--- src/rtl/chaz_pkg.sv ---
// Shared definitions for the Hazard3 data-bus bridge and related bus helpers.
// Latency: n/a (types and constants only).
// Backpressure: n/a.
// Contents: AHB-lite hsize codes, memory-map region codes (adr[17:16]), bridge state encoding.
package chaz_pkg;

  localparam logic [2:0] HSIZE_BYTE = 3'd0;
  localparam logic [2:0] HSIZE_HALF = 3'd1;
  localparam logic [2:0] HSIZE_WORD = 3'd2;

  // Region select taken from adr[17:16] of the SoC memory map
  localparam logic [1:0] REG_RAM  = 2'b00;
  localparam logic [1:0] REG_MMIO = 2'b01;
  localparam logic [1:0] REG_ROM  = 2'b10;
  localparam logic [1:0] REG_NONE = 2'b11;

  typedef enum logic [1:0] {
    ST_IDLE = 2'd0,  // no data phase outstanding
    ST_RD   = 2'd1,  // read data phase: memory returns data this cycle
    ST_WR   = 2'd2,  // write data phase: write issued once the bus is free
    ST_ERR  = 2'd3   // error response pending (only with DBUS_BRIDGE_ERR_EN)
  } state_t;

endpackage

--- src/rtl/bus_wmask.sv ---
// Byte-lane write mask from transfer size and low address bits.
// Latency: combinational, zero cycles.
// Backpressure: none.
// Ports: size (hsize code), addr_lo (address[1:0]), mask (4-bit byte enables, bit n = lane n).
module bus_wmask
  import chaz_pkg::*;
(
  input  logic [2:0] size,
  input  logic [1:0] addr_lo,
  output logic [3:0] mask
);

  always_comb begin
    mask = 4'b1111;
    case (size)
      HSIZE_BYTE: mask = 4'b0001 << addr_lo;
      // Alignment is guaranteed by the core, so only addr[1] picks the half
      HSIZE_HALF: mask = addr_lo[1] ? 4'b1100 : 4'b0011;
      default:    mask = 4'b1111;
    endcase
  end

endmodule

--- src/rtl/hazard3_dbus_bridge.sv ---
// Hazard3 AHB-lite-style data port to the SoC shared single-port memory bus (RAM/MMIO/ROM).
// Latency: reads issue in the address phase and complete next cycle (1/cycle pipelined);
//          writes issue in the data phase (2 cycles/write). dbg_mem_op stalls new address
//          phases and pending writes; the bus is driven all-zero whenever the CPU is not using it.
// Ports: clk, reset (sync, active high); bus_* core data port; dbg_mem_op debug-master bus
//        ownership; mem_op/mem_adr/mem_di/mem_wren/mem_do shared memory bus.
// Option: DBUS_BRIDGE_ERR_EN adds region decode with error responses for unmapped
//         accesses and ROM writes; without it bus_dph_err_d is tied low.
module hazard3_dbus_bridge
  import chaz_pkg::*;
#(
  parameter int ADDR_W = 32,
  parameter int DATA_W = 32
) (
  input  logic              clk,
  input  logic              reset,
  input  logic              bus_aph_req_d,
  output logic              bus_aph_ready_d,
  input  logic [ADDR_W-1:0] bus_haddr_d,
  input  logic [2:0]        bus_hsize_d,
  input  logic              bus_hwrite_d,
  input  logic [DATA_W-1:0] bus_wdata_d,
  output logic [DATA_W-1:0] bus_rdata_d,
  output logic              bus_dph_ready_d,
  output logic              bus_dph_err_d,
  output logic              bus_dph_exokay_d,
  input  logic              dbg_mem_op,
  output logic              mem_op,
  output logic [ADDR_W-1:0] mem_adr,
  output logic [DATA_W-1:0] mem_di,
  output logic [3:0]        mem_wren,
  input  logic [DATA_W-1:0] mem_do
);

  state_t            state;
  state_t            state_nxt;
  logic [ADDR_W-1:0] lat_addr;
  logic [2:0]        lat_size;
  logic              lat_en;
  logic              can_accept;
  logic              acc_err;
  logic [3:0]        wr_mask;

  bus_wmask u_wmask (
    .size    (lat_size),
    .addr_lo (lat_addr[1:0]),
    .mask    (wr_mask)
  );

  // A new address phase is only taken when the data path can absorb it: a
  // pending write owns the next bus slot, and the debug master always wins.
  assign can_accept = bus_aph_req_d & ~dbg_mem_op &
                      ((state == ST_IDLE) || (state == ST_RD));

  always_comb begin
    acc_err = 1'b0;
`ifdef DBUS_BRIDGE_ERR_EN
    acc_err = (bus_haddr_d[17:16] == REG_NONE) |
              (bus_hwrite_d & (bus_haddr_d[17:16] == REG_ROM));
`endif
  end

  always_comb begin
    state_nxt       = state;
    lat_en          = 1'b0;
    bus_aph_ready_d = 1'b0;
    bus_dph_ready_d = 1'b0;
    bus_dph_err_d   = 1'b0;
    bus_rdata_d     = '0;
    mem_op          = 1'b0;
    mem_adr         = '0;
    mem_di          = '0;
    mem_wren        = 4'b0000;

    // Nothing reaches the bus or the core during reset, so a write caught
    // mid-transfer is simply dropped.
    if (!reset) begin
      case (state)
        ST_RD: begin
          // Memory outputs are registered: data for last cycle's select is on
          // mem_do now, even if the debug master took the bus this cycle.
          bus_dph_ready_d = 1'b1;
          bus_rdata_d     = mem_do;
          state_nxt       = ST_IDLE;
        end
        ST_WR: begin
          if (!dbg_mem_op) begin
            mem_op          = 1'b1;
            mem_adr         = lat_addr;
            mem_di          = bus_wdata_d;
            mem_wren        = wr_mask;
            bus_dph_ready_d = 1'b1;
            state_nxt       = ST_IDLE;
          end
        end
`ifdef DBUS_BRIDGE_ERR_EN
        ST_ERR: begin
          bus_dph_ready_d = 1'b1;
          bus_dph_err_d   = 1'b1;
          state_nxt       = ST_IDLE;
        end
`endif
        default: state_nxt = ST_IDLE;
      endcase

      if (can_accept) begin
        bus_aph_ready_d = 1'b1;
        if (acc_err) begin
          state_nxt = ST_ERR;
        end else if (bus_hwrite_d) begin
          // Write data only arrives in the data phase; hold address and size
          lat_en    = 1'b1;
          state_nxt = ST_WR;
        end else begin
          mem_op    = 1'b1;
          mem_adr   = bus_haddr_d;
          state_nxt = ST_RD;
        end
      end
    end
  end

  always_ff @(posedge clk) begin
    if (reset) begin
      state    <= ST_IDLE;
      lat_addr <= '0;
      lat_size <= 3'd0;
    end else begin
      state <= state_nxt;
      if (lat_en) begin
        lat_addr <= bus_haddr_d;
        lat_size <= bus_hsize_d;
      end
    end
  end

  assign bus_dph_exokay_d = bus_dph_ready_d & ~bus_dph_err_d;

endmodule

--- config.mk ---
export PLATFORM = sky130hd
export DESIGN_NAME = hazard3_dbus_bridge
export DESIGN_NICKNAME = d
export VERILOG_FILES = /design/src/rtl/chaz_pkg.sv /design/src/rtl/bus_wmask.sv /design/src/rtl/hazard3_dbus_bridge.sv
export SDC_FILE = /design/constraint.sdc
export NUM_CORES = 1
export LEC_CHECK = 0
export BUFFER_PORTS_ARGS = -buffer_cell sky130_fd_sc_hd__buf_2
export CORE_AREA = 4 4 85 87
export DETAILED_ROUTE_END_ITERATION = 8
export DIE_AREA = 0 0 89 91
export GPL_ROUTABILITY_DRIVEN = 0
export PLACE_DENSITY = 0.87
export SLEW_MARGIN = 20
export SYNTH_ARGS = -nofsm -noshare
export SYNTH_HDL_FRONTEND = slang
export SYNTH_SLANG_ARGS = --single-unit
--- constraint.sdc ---
create_clock -name clk -period 1.96 [get_ports clk]
set_input_delay 0.098 -clock clk [delete_from_list [all_inputs] [get_ports clk]]
set_output_delay 0.098 -clock clk [all_outputs]
set_load 0.005 [all_outputs]
After elaboration in Yosys (flattened, before gate mapping) --
Index checks and enable logic that the tools add are counted.
Word-level totals: input port bits 104, bits in read-only memories 0, word-level logic and storage cells 45, register bits after elaboration 37, output and inout bits 105, memory bits (writable) 0, memories kept 0, latch bits 0
Cells by class: magnitude comparators 0, div/mod/pow operators 0, equality and inequality tests 4, shift operators 1, multipliers 0, add/sub/neg operators 0, reduce and logical (&&, ||, !) cells 3, bitwise logic cells 3, muxes and demuxes 31
Operator list (number):
- 2-to-1 mux 32 bit | 10
- 2-to-1 mux 4 bit | 4
- 2-to-1 mux 1 bit | 11
- 2-to-1 mux 2 bit | 4
- case mux 4 bit (2 select lines) | 1
- left shift 1 x 2 -> 4 bit, first input constant | 1
- equality test 3 x 1 -> 1 bit, second input constant | 1
- zero test 3 bit | 1
- != test 3 bit, second input constant | 1
- bitwise AND 1 bit | 2
- equality test 2 x 1 -> 1 bit, second input constant | 1
- equality test 2 bit, second input constant | 1
- zero test 2 bit | 1
- case mux 1 bit (2 select lines) | 1
- logical OR 1 bit | 1
- inverter 1 bit | 1

Depth between registers and ports, before layout --
depth after elaboration 5, mapped depth 7, mapped depth without buffers 5

Cells and area by module --
Synthesis repeated with hierarchy kept, for this count alone.
Unflattened totals: cell total of the unflattened synthesis 304, area, all modules 2366.0 um2
Modules (own cells, without submodules):
- hazard3_dbus_bridge | seq. area each 740.7 um2, cells an instance 296, area each 2323.5 um2, times used 1
- bus_wmask | seq. area each 0.0 um2, cells an instance 8, area each 42.5 um2, times used 1

Least setup slack after synthesis --
Ideal clock, no wire load.
path type register -> output, from register state[0], to output port mem_adr[0], data required time 1.862 ns, data arrival time 1.433 ns, path slack 0.429 ns, stages on the path, launching flop included 7, buffers on the path 1, cells stage by stage dfxtp_1 inv_1 ha_1 or3b_4 a21oi_4 buf_6 a22o_1
Between the ends: word-level cells in the longest chain between the ends 5, elaborated cells between the ends (all ways) 9, classes of those cells eq/ne: 2; mux: 4; bitwise: 1; reduce/logical: 2
Ends and longest elaborated chain:
- start, declared | line hazard3_dbus_bridge.sv:35 | state_t state;
- start signal, assigned | line hazard3_dbus_bridge.sv:129 | state <= state_nxt;
- equality test 2 bit, or another cell as far along | line hazard3_dbus_bridge.sv:78 | case (state)
- 2-to-1 mux 32 bit / logical OR 1 bit (equally long branches) | line hazard3_dbus_bridge.sv:78, hazard3_dbus_bridge.sv:53
- 2-to-1 mux 32 bit / bitwise AND 1 bit (equally long branches) | line hazard3_dbus_bridge.sv:110, hazard3_dbus_bridge.sv:52
- 2-to-1 mux 32 bit * | line hazard3_dbus_bridge.sv:106 | if (can_accept) begin
- 2-to-1 mux 32 bit * | line hazard3_dbus_bridge.sv:77 | if (!reset) begin
- end, declared | line hazard3_dbus_bridge.sv:29 | output logic [ADDR_W-1:0] mem_adr,
Mark *: on every way between the ends. The rest lies on a longest branch, timed or not.

Final worst setup path --
from register state[0], to output port mem_adr[23]
Same word-level chain as after synthesis.

==> results by group <==
Global route
  • Gr usage total: 22.9%
  • Vias in the first global route: 3007
  • Initial antenna violation count: 0
  • Remaining global-route overflow: 0
  • Largest net degree at the start of global routing: 38
  • First-pass GRT wire length: 15200 um

Power and ir drop
  • PD cells: 439 mW/mm2
  • Peak VDD IR: 0.000463 V
  • LEAKAGE: 1.98 nW
  • Tot Pwr: 1.68 mW
  • Seq pwr share: 47.1%
  • Internal: 1.19 mW
  • Switching Share: 29.4%
  • Comb pwr share: 21.3%
  • Clock Power Share: 31.6%
  • Net switching power: 0.494 mW

Run
  • Max cap viols: 0

Logic synthesis
  • EDFF count, synth: 0
  • Async SR Flop Fraction: 0%
  • Area leader, netlist: dfxtp_1
  • Ranking of synthesized cells by area: dfxtp_1, and2_1, a22o_1
  • Post-Syn Nets: 408
  • Mapped cell area: 0.00246 mm2
  • Post-synth cell types: 32
  • List of most frequent post-synthesis cells: and2_1, dfxtp_1, a21oi_1
  • Syn Area/Cell: 8.16 um2
  • Synth Register Bits: 37
  • Seq/Total Area, Yosys: 30.2%
  • Ys flop type: dfxtp_1
  • Leading cell type by number of instances after synthesis: and2_1
  • Synth top area share: 30.2%
  • Warnings, synthesis: 0
  • Post-synthesis cell count: 301

Floorplan
  • Rows: 29
  • Die height: 91 um
  • Core Footprint: 0.00635 mm2
  • # IOs: 209
  • DIE WIDTH: 89 um
  • Initial core utilization: 38.7%
  • Die area: 0.00810 mm2

Place
  • Number of port buffers: 207
  • Post-DP HPWL: 7110 um

Timing
  • Final period utilization: 101%
  • Setup_tns: -0.0508 ns
  • RSZ-0062 raised after global routing: yes
  • Hold WS: 0.0491 ns
  • Peak Freq: 0.505 GHz
  • Final worst-path setup slack: -0.0184 ns
  • Final setup fails: 8
  • Skew final: 0.00702 ns
  • Post-layout minimum cycle time: 1.98 ns
  • Final hold violations: 0
  • Slew Limit Fails: 0
  • Relative slew slack: 62.3%
  • Slew @ Worst Pin: 0.563 ns

Clock network
  • Clock Path Buffers: 2
  • CTS tree: built
  • CTS Buf Count: 5
  • CTS sink cnt: 37
  • Root buffer cell: clkbuf_8
  • Worst-path clk slew: 0.07 ns
  • CTS H-tree depth: 2
  • Clock latency on the worst-skew pair: 0.29 ns
  • Hold_buf cts: 0

Worst setup path
  • Crit path DAT: 1.88 ns
  • Slowest CP cell: or3b_4
  • Crit start category: flip-flop
  • Crit-path max cell delay: 0.39 ns
  • Critical path peak fanout: 8
  • Critical Path End Type: output port
  • Cell breakdown of the critical path: inv_4 -> ha_4 -> or3b_4 -> a21oi_4 -> buf_6 -> a22o_1 -> buf_2
  • Buf+Inv Stages, Crit Path: 3
  • Critical R2R Launch: state[0]
  • Setup crit start: state[0]
  • Crit path kind: flip-flop to output port
  • Top Family by Delay on Critical Path: simple AND/OR/NAND/NOR gates
  • Worst reg2reg path depth: 6
  • R2R Setup Slk: 0.26 ns
  • Worst EP required: 1.86 ns
  • Worst R2R End: lat_size[2]

Worst hold path
  • Min-Delay Endpoint: lat_size[0]
  • Hold Startpoint: bus_hsize_d[0]
  • Class of the worst hold path: input pin to flip-flop
  • WHS Path Cells: 2

Finish
  • Share of post-route cells with drive strength above 1: 51.2%
  • Register area: 746 um2
  • Area occupied by multi-input gates: 0.00158 mm2
  • NumNets Final: 612
  • Fillers: 561
  • Antenna fix cells: 0
  • Layout Area Growth over Synthesis: 55.9%

Outcome
  • Status: finished with violations
  • Failing checks: setup timing

Route
  • Residual DRC count: 0
  • Detailed Route WL: 9900 um
  • Post-route ant nets: 0
  • Via/cell ratio: 5.39
  • DRT iter0 DRCs: 141
  • Vias after detailed routing: 3143
  • Drt pass-1 iters: 6
  • Wirelength per Cell: 17.0 um
power by group through the flow:
stage | registers [mW] | clock network [mW] | logic [mW]
floorplan | 0.804 | 0 | 0.156
global placement | 0.807 | 0 | 0.323
detailed placement | 0.809 | 0 | 0.330
CTS | 0.792 | 0.544 | 0.342
global route | 0.795 | 0.571 | 0.390
finish | 0.792 | 0.532 | 0.358
final cells by class:
cell class / instances / area share [%]
Clock buffer: 5 / 1.80
Clock inverter: 3 / 0.457
Timing Repair Buffer: 235 / 34.0
Sequential cell: 37 / 19.5
Inverter: 5 / 0.555
Multi-Input combinational cell: 221 / 41.2
Tap cell: 77 / 2.52
worst max path at each step:
stage	end	slack, ns	depth (start not counted)
floorplan	mem_adr[0]	0.43	6
global placement	mem_adr[31]	0.25	7
detailed placement	mem_adr[4]	0.20	7
CTS	mem_adr[7]	-0.08	8
global route	mem_adr[23]	-0.09	8
finish	mem_adr[23]	-0.02	7
timing repair:
action | CTS | global route
pin swaps | 12 | 9
buffers inserted | 7 | 4
gates resized for setup | 11 | 19
cloned | 2 | 2
endpoints found under the setup margin | 32 | 33
flip-flops by register name, indices dropped and copies added, names as in the netlist:
signal	cells
state	2
lat_addr	32
lat_size	3
kinds of logic (layout without fill, tap and decap cells):
group                      count (synthesis)  after routing  share of synthesized area [%]
and+or+nand+nor                          106            106                           27.3
muxes                                      1              1                          0.408
adders and majority gates                  3              3                           1.53
AOI/OAI and AO/OA                        110            110                           32.2
DFF                                       37             37                           30.2
other                                      1              1                          0.153
buffers and inverters                     43            248                           8.25
cells in the final DEF (no fill, tap or decap), types with 2 or more instances in the layout:
cell	count
o21ai_0	2
nand4_1	29
buf_8	2
a22o_1	31
a32o_1	6
clkbuf_8	5
nand3_1	3
clkinv_2	2
and2_1	64
o21bai_1	2
buf_6	6
inv_1	3
ha_4	3
buf_2	207
o31ai_1	29
a21oi_1	34
dfxtp_1	35
buf_4	19
layer usage:
| layer | track usage, % | vias to the layer above | routed length, um | part of all wire [%] |
|---|---|---|---|---|
| met2 | 37.4 | 160 | 4710 | 48 |
| met5 | 0 | - | 0 | 0 |
| met3 | 4.89 | 13 | 905 | 9.1 |
| met1 | 30.6 | 1438 | 4180 | 42 |
| li1 | - | 1532 | - | - |
| met4 | 5.58 | 0 | 106 | 1.1 |
stage by stage:
stage	utilization (%)	std cells	cell area, um2	setup slack [ns]
6_report	60.3	583	3830	-0.0184
5_1_grt	60.3	583	3830	-0.0859
4_1_cts	59.4	580	3770	-0.0789
3_5_place_dp	55.9	563	3550	0.196
3_3_place_gp	55.9	563	3550	0.249
2_1_floorplan	-	301	2460	0.429
Power figures use the tool's default switching activity.
